===== src/rtl/uart_tx.sv =====
// uart_tx: 8N1 serial transmitter with valid/ready byte input and registered, glitch-free tx.
// Define UART_TX_PARITY_EN to add an even-parity bit after the data bits.
module uart_tx #(
    parameter int CLK_FREQ  = 100_000_000,
    parameter int BAUD      = 115_200,
    parameter int DATA_BITS = 8,
    parameter int STOP_BITS = 1
) (
    input  logic                 clk,
    input  logic                 rst,
    input  logic [DATA_BITS-1:0] tx_data,
    input  logic                 tx_valid,
    output logic                 tx_ready,
    output logic                 tx,
    output logic                 tx_busy,
    output logic                 tx_done
);
    localparam int CLKS_PER_BIT = CLK_FREQ / BAUD;
    localparam int CNT_W        = $clog2(CLKS_PER_BIT);
    localparam int BIT_W        = 3;

`ifdef UART_TX_PARITY_EN
    typedef enum logic [2:0] {IDLE, START, DATA, PARITY, STOP} state_t;
`else
    typedef enum logic [2:0] {IDLE, START, DATA, STOP} state_t;
`endif

    state_t               state_q, state_d;
    logic [CNT_W-1:0]     baud_cnt_q, baud_cnt_d;
    logic [BIT_W-1:0]     bit_cnt_q, bit_cnt_d;
    logic [DATA_BITS-1:0] shreg_q, shreg_d;
    logic                 tx_q, tx_d, ready_q, busy_q, done_q, done_d;
    logic                 bit_end, last_data, last_stop;
`ifdef UART_TX_PARITY_EN
    logic                 par_q, par_d;
`endif

    assign bit_end   = baud_cnt_q == CNT_W'(CLKS_PER_BIT - 1);
    assign last_data = bit_cnt_q == BIT_W'(DATA_BITS - 1);
    assign last_stop = bit_cnt_q == BIT_W'(STOP_BITS - 1);

    always_comb begin
        state_d    = state_q;
        baud_cnt_d = (state_q == IDLE) ? '0 : (bit_end ? '0 : baud_cnt_q + 1'b1);
        bit_cnt_d  = bit_cnt_q;
        shreg_d    = shreg_q;
        done_d     = 1'b0;
`ifdef UART_TX_PARITY_EN
        par_d      = par_q;
`endif
        case (state_q)
            IDLE: if (tx_valid && ready_q) begin
                state_d   = START;
                bit_cnt_d = '0;
                shreg_d   = tx_data;
`ifdef UART_TX_PARITY_EN
                par_d     = ^tx_data;
`endif
            end
            START: if (bit_end) state_d = DATA;
            DATA: if (bit_end) begin
                shreg_d   = shreg_q >> 1;
                bit_cnt_d = last_data ? '0 : bit_cnt_q + 1'b1;
`ifdef UART_TX_PARITY_EN
                state_d   = last_data ? PARITY : DATA;
`else
                state_d   = last_data ? STOP : DATA;
`endif
            end
`ifdef UART_TX_PARITY_EN
            PARITY: if (bit_end) state_d = STOP;
`endif
            STOP: if (bit_end) begin
                // bit_cnt doubles as the stop-bit counter
                bit_cnt_d = last_stop ? '0 : bit_cnt_q + 1'b1;
                state_d   = last_stop ? IDLE : STOP;
                done_d    = last_stop;
            end
            default: state_d = IDLE;
        endcase
        // tx is derived from the next state so the line changes on the same edge as the FSM
`ifdef UART_TX_PARITY_EN
        tx_d = (state_d == START) ? 1'b0 : (state_d == DATA) ? shreg_d[0] :
               (state_d == PARITY) ? par_d : 1'b1;
`else
        tx_d = (state_d == START) ? 1'b0 : (state_d == DATA) ? shreg_d[0] : 1'b1;
`endif
    end

    always_ff @(posedge clk) begin
        if (rst) begin
            state_q    <= IDLE;
            baud_cnt_q <= '0;
            bit_cnt_q  <= '0;
            shreg_q    <= '0;
            tx_q       <= 1'b1;
            ready_q    <= 1'b1;
            busy_q     <= 1'b0;
            done_q     <= 1'b0;
`ifdef UART_TX_PARITY_EN
            par_q      <= 1'b0;
`endif
        end else begin
            state_q    <= state_d;
            baud_cnt_q <= baud_cnt_d;
            bit_cnt_q  <= bit_cnt_d;
            shreg_q    <= shreg_d;
            tx_q       <= tx_d;
            ready_q    <= state_d == IDLE;
            busy_q     <= state_d != IDLE;
            done_q     <= done_d;
`ifdef UART_TX_PARITY_EN
            par_q      <= par_d;
`endif
        end
    end

    assign tx       = tx_q;
    assign tx_ready = ready_q;
    assign tx_busy  = busy_q;
    assign tx_done  = done_q;
endmodule

===== config.mk =====
export PLATFORM = sky130hd
export DESIGN_NAME = uart_tx
export DESIGN_NICKNAME = d
export VERILOG_FILES = /design/src/rtl/uart_tx.sv
export SDC_FILE = /design/constraint.sdc
export NUM_CORES = 1
export LEC_CHECK = 0
export CORE_MARGIN = 8
export CORE_UTILIZATION = 53
export CTS_CLUSTER_DIAMETER = 60
export CTS_CLUSTER_SIZE = 10
export DETAILED_ROUTE_END_ITERATION = 12
export PLACE_DENSITY_LB_ADDON = 0.3
export SYNTH_ARGS = -nofsm -noshare
export SYNTH_HDL_FRONTEND = slang
export SYNTH_SLANG_ARGS = --single-unit

===== constraint.sdc =====
create_clock -name clk -period 2.28 [get_ports clk]
set_input_delay 0.228 -clock clk [delete_from_list [all_inputs] [get_ports clk]]
set_output_delay 0.228 -clock clk [all_outputs]
set_load 0.03 [all_outputs]

-- Yosys cells after proc, flatten, opt, wreduce, memory -nomap -nowiden
Cells that the tools add are included.
- logic and storage cells: 52
- bits in writable memories: 0
- memory bits (read-only): 0
- input port bits: 11
- register bits: 28
- memories: 0
- output and inout bits: 4
- bits in latches: 0
- $mul: 0
- divide/modulo/power cells: 0
- muxes and demuxes: 18
- reductions and logical operators: 11
- magnitude comparators: 0
- bitwise logic cells: 2
- $add $sub $neg: 2
- shift operators: 0
- eq/ne operators: 10
- operator list (kind ; number):
    $mux 3 ; 9
    $mux 8 ; 2
    $pmux 8 s2 ; 1
    $pmux 3 s4 ; 1
    $add 10x1->10 const B ; 1
    $eq 10x10->1 const B ; 1
    $eq 3x2->1 const B ; 3
    $logic_not 3->1 ; 3
    $pmux 3 s3 ; 1
    $eq 3x1->1 const B ; 2
    $reduce_bool 3->1 ; 2
    $reduce_or 3->1 ; 2
    $ne 2x2->1 const B ; 2
    $reduce_and 4->1 ; 1
    $add 3x1->3 const B ; 1
    $eq 3x3->1 const B ; 1
    $mux 1 ; 3
    $reduce_and 3->1 ; 1
    $mux 2 ; 1
    $ne 2x1->1 const B ; 1
    $not 1->1 ; 2
    $reduce_bool 2->1 ; 1
    $logic_and 1x1->1 ; 1

-- Longest topological paths before layout
- depth in word-level cells: 7
- mapped depth: 7
- depth with buffers taken out: 7

-- Least setup slack after synthesis
OpenSTA, ideal clock, no wires.
- path type: register -> register
- start point: reg baud_cnt_q[4]
- end point: reg tx_q (netlist: tx)
- required time: 2160 ps
- clock period less this slack: 1763 ps
- buffers on the path: 0
- cell stages (with the launch flop): 6
- library setup time: 120 ps
- data arrival time: 1643 ps
- setup slack: 517 ps
- path through: dfxtp_1 -> or3b_4 -> nor4_4 -> mux2i_1 -> and3_1 -> o21bai_2
- cells in the longest elaborated chain, start to end: 6
- elaborated cells on any way between the ends: 11
- those cells by class: eq/ne (3); mux (8)
- ends and longest elaborated chain (element ; line ; text):
    from (decl) ; 29 ; logic [CNT_W-1:0] baud_cnt_q, baud_cnt_d;
    from (signal assigned) ; 105 ; baud_cnt_q <= baud_cnt_d;
    $eq 10x10->1 * ; 38 ; assign bit_end = baud_cnt_q == CNT_W'(CLKS_PER_BIT - 1);
    $mux 3 (on tied branches) ; 73, 60, 61 ;
    $pmux 3 s4 ; 51 ; case (state_q)
    $eq 3x2->1 ; 86 ; tx_d = (state_d == START) ? 1'b0 : (state_d == DATA) ? shreg_d[0] : 1'b1;
    $mux 1 ; 86 ;
    $mux 1 * ; 86 ;
    to (signal assigned) ; 108 ; tx_q <= tx_d;
    to (decl) ; 32 ; logic tx_q, tx_d, ready_q, busy_q, done_q, done_d;
Mark *: on every way between the ends. The rest lies on a longest branch, timed or not. The select of a mux whose other input is x is not followed.
A chain may end at the register's enable or synchronous reset.

-- Worst setup path in the final report
- start point: reg baud_cnt_q[0]
- end point: reg bit_cnt_q[0]
- cells in the longest elaborated chain, start to end: 3
- elaborated cells on any way between the ends: 4
- those cells by class: eq/ne (3); reduce/logical (1)
- ends and longest elaborated chain (element ; line ; text):
    $eq 10x10->1 * ; 38 ;
    $ne 2x2->1 (no line) ; n/a ;
    $reduce_and 4->1 (no line) * ; n/a ;
    to (signal assigned) ; 106 ; bit_cnt_q <= bit_cnt_d;
    to (decl) ; 30 ; logic [BIT_W-1:0] bit_cnt_q, bit_cnt_d;
Mark *: on every way between the ends. The rest lies on a longest branch, timed or not.

==> results_dict.tcl <==
set metrics [dict create \
    grt_max_degree 18 \
    route.detailed.drc 0 \
    critical_path.startpoint_type "register" \
    wire_per_inst_um 13.12 \
    wirelength_um 2428 \
    grtUsageTotal_pct 12.39 \
    hpwl_um 1833 \
    slowest_delay_ns 0.40 \
    cell_by_cell_listing_of_the_critical_path "ha_1 > nand2_1 > nor3_2 > a21oi_1 > or3_1 > a21oi_1" \
    period_needed_ns 1.850 \
    final-setup-viol-count 0 \
    final-max-slew-violation-count 0 \
    detailroute.wirelength.met2_um 1162 \
    max_cap_viol_count 0 \
    grt_pass1_wl_um 4271 \
    layout_setup_ws_ns 0.4302 \
    dominantRegCellSynth "dfxtp_1" \
    yosysUniqueCellTypes 38 \
    place_congestion 0.8992 \
    floorplan.die.width_um 64.71 \
    cts_hold_repair_buffers 0 \
    synthesis.area_per_instance_um2 8.982 \
    peakVddDrop_v 0.0005534 \
    critPathRequiredTime_ns 2.56 \
    final_net_count 173 \
    num_vias 1025 \
    share_of_the_synthesized_area_in_the_top_cell_type_pct 44.58 \
    antenna_violating_nets_post_route 0 \
    drt_pass1_iterations 4 \
    cts_buffers 3 \
    dp_worst_setup_slack_ns 0.4556 \
    io_pins 15 \
    post_synth_inst_count 140 \
    outcome "finished, final reports clean" \
    clock-sinks 28 \
    async_flop_share_pct 0 \
    critical_path_buf_inv_count 0 \
    wl_met1_um 1091 \
    number_of_antenna_violations_at_the_first_check_in_global_routing 0 \
    die_area_mm2 0.004187 \
    total_power_mw 0.9155 \
    worst_clock_skew_ns 0.01205 \
    dominant_delay_contributor_by_cell_family_on_the_critical_path "simple AND/OR/NAND/NOR gates" \
    synthesis_warnings 0 \
    critPathMostFrequentCell "a21oi_1" \
    initial_utilization_pct 56.30 \
    clock_tree.htree_level_count 1 \
    tritoncts "built" \
    timing.critical_path.to_type "register" \
    synth_seq_area_share_pct 44.58 \
    arrival_time_at_the_worst_endpoint_ns 2.13 \
    p_per_area_mw_per_mm2 613.3 \
    route.met3.wl_um 147 \
    fin_crit_sh_pct 81.13 \
    synthesis.area_mm2 0.001257 \
    register_bit_total_from_synthesis 28 \
    cellLeakagePower_nw 0.5592 \
    placement_rows 17 \
    place.detailed.instances 181 \
    fin_util_pct 66.83 \
    synth_top_cells_by_area "dfxtp_1 (45%), nor2_1 (5.7%), a21oi_1 (4.4%)" \
    clkTransAtPathRegs_ns 0.15 \
    synth_top_cell_by_area "dfxtp_1" \
    grt_setup_unrepaired "false" \
    cts_repair_resize_count 0 \
    fin_cells 185 \
    grt_overflow_total 0 \
    clock_insertion_delay_worst_skew_ns 0.33 \
    syn2layout_area_growth_pct 18.71 \
    worst-setup-path-type "register to register" \
    die_y_um 64.71 \
    finalSetupTns_ns 0 \
    clock.fmax_mhz 540.6 \
    numPortBuffers 14 \
    antenna_cells_inserted 0 \
    cpMaxStageDelayCell "dfxtp_1" \
    fraction_of_final_layout_cells_sized_beyond_drive_strength_1_pct 8.280 \
    core_area_mm2 0.002233 \
    synth_edf_count 0 \
    post-cts-setup-buffers 0 \
    number_of_global_route_vias_before_repair 1017 \
    routed.top_layer "met4" \
    path_max_fanout 5 \
    cts_max_path_buffers 2 \
    hold_viol 0 \
    synth.net_count 155 \
    drt-initial-drc-count 41 \
    root_buffer "clkbuf_4" \
    hold_path.class "register to register" \
    route.detailed.vias_per_inst 5.541 \
]
-- placed cells by master, fill, tap and decap left out, types with 2 or more instances in the layout --
| cell | netlist | final |
|---|---|---|
| a21oi_1 | 11 | 11 |
| a22oi_1 | 7 | 7 |
| mux2i_1 | 2 | 2 |
| xnor2_1 | 6 | 6 |
| xor2_1 | 2 | 2 |
| clkbuf_4 | 0 | 3 |
| or3_1 | 2 | 2 |
| dfxtp_1 | 28 | 28 |
| nor2b_1 | 2 | 2 |
| o21ai_0 | 2 | 2 |
| inv_1 | 5 | 5 |
| nand2_1 | 12 | 12 |
| a211oi_1 | 2 | 2 |
| nor3_1 | 2 | 2 |
| ha_1 | 4 | 4 |
| nor3b_1 | 3 | 3 |
| nand3_1 | 4 | 4 |
| and3_1 | 4 | 4 |
| nor2_1 | 19 | 19 |
| clkdlybuf4s50_1 | 0 | 14 |
| buf_4 | 0 | 3 |
-- cell type report --
type / count / area, um2
timing repair buffer: 17 / 162.7
sequential: 28 / 560.5
inverter: 5 / 18.77
fill: 180 / 740.7
multi-input combinational: 103 / 663.1
tap: 28 / 35.03
clock inverter: 1 / 30.03
clock buffer: 3 / 22.52
-- report_power, final --
part / internal, mW / switching [mW] / leakage (nW) / total, mW
sequential: 0.504 / 0.00989 / 0.228 / 0.514
clock: 0.178 / 0.143 / 0.0279 / 0.321
combinational: 0.0402 / 0.0396 / 0.304 / 0.0798
total: 0.722 / 0.193 / 0.559 / 0.915
-- cell families after synthesis --
| family | share of synthesized area [%] |
|---|---|
| simple gates | 27.26 |
| flops | 44.58 |
| compound gates | 14.03 |
| buf+inv | 2.686 |
| xor+xnor | 5.572 |
| fa+ha+maj | 3.980 |
| mux | 1.592 |
| other cells | 0.2982 |
-- synthesized netlist by cell type (2+ instances only) --
master	number
a211oi_1	2
nor2_1	19
nand3_1	4
o21ai_0	2
dfxtp_1	28
nand2_1	12
inv_1	5
a21oi_1	11
a22oi_1	7
nor3_1	2
xor2_1	2
xnor2_1	6
nor2b_1	2
and3_1	4
or3_1	2
nor3b_1	3
mux2i_1	2
clkbuf_1	4
ha_1	4
-- worst paths after layout --
kind / slack [ns] / end / start / depth (start not counted)
max reg2reg: 0.43 / bit_cnt_q[0] / baud_cnt_q[0] / 6
min reg2reg: 0.47 / shreg_q[4] / shreg_q[4] / 2
min: 0.47 / shreg_q[4] / shreg_q[4] / 2
max: 0.43 / bit_cnt_q[0] / baud_cnt_q[0] / 6
-- sequential cells by signal (all words and copies together), names as in the netlist --
register,cells
baud_cnt_q,10
shreg_q,8
bit_cnt_q,3
state_q,3
tx,1
tx_busy,1
tx_done,1
tx_ready,1
-- metrics by stage --
| step | cell area, um2 | hold slack (ns) |
|---|---|---|
| floorplan | 1257 | 0.3687 |
| global placement | 1440 | 0.4419 |
| detailed placement | 1440 | 0.4494 |
| CTS | 1493 | 0.4691 |
| global route | 1493 | 0.4806 |
| finish | 1493 | 0.4662 |
-- metal layers --
metal	up-vias	GRT usage, %
met5	-	0
met4	0	5.177
met3	4	3.780
met2	23	20.99
met1	476	14.10
li1	522	-
-- worst register-to-register path, cell delays in order, from the launching register on --
cell	delay, ns
dfxtp_1	0.40
ha_1	0.24
nand2_1	0.17
nor3_2	0.28
a21oi_1	0.19
or3_1	0.39
a21oi_1	0.14
Power figures use the tool's default switching activity.
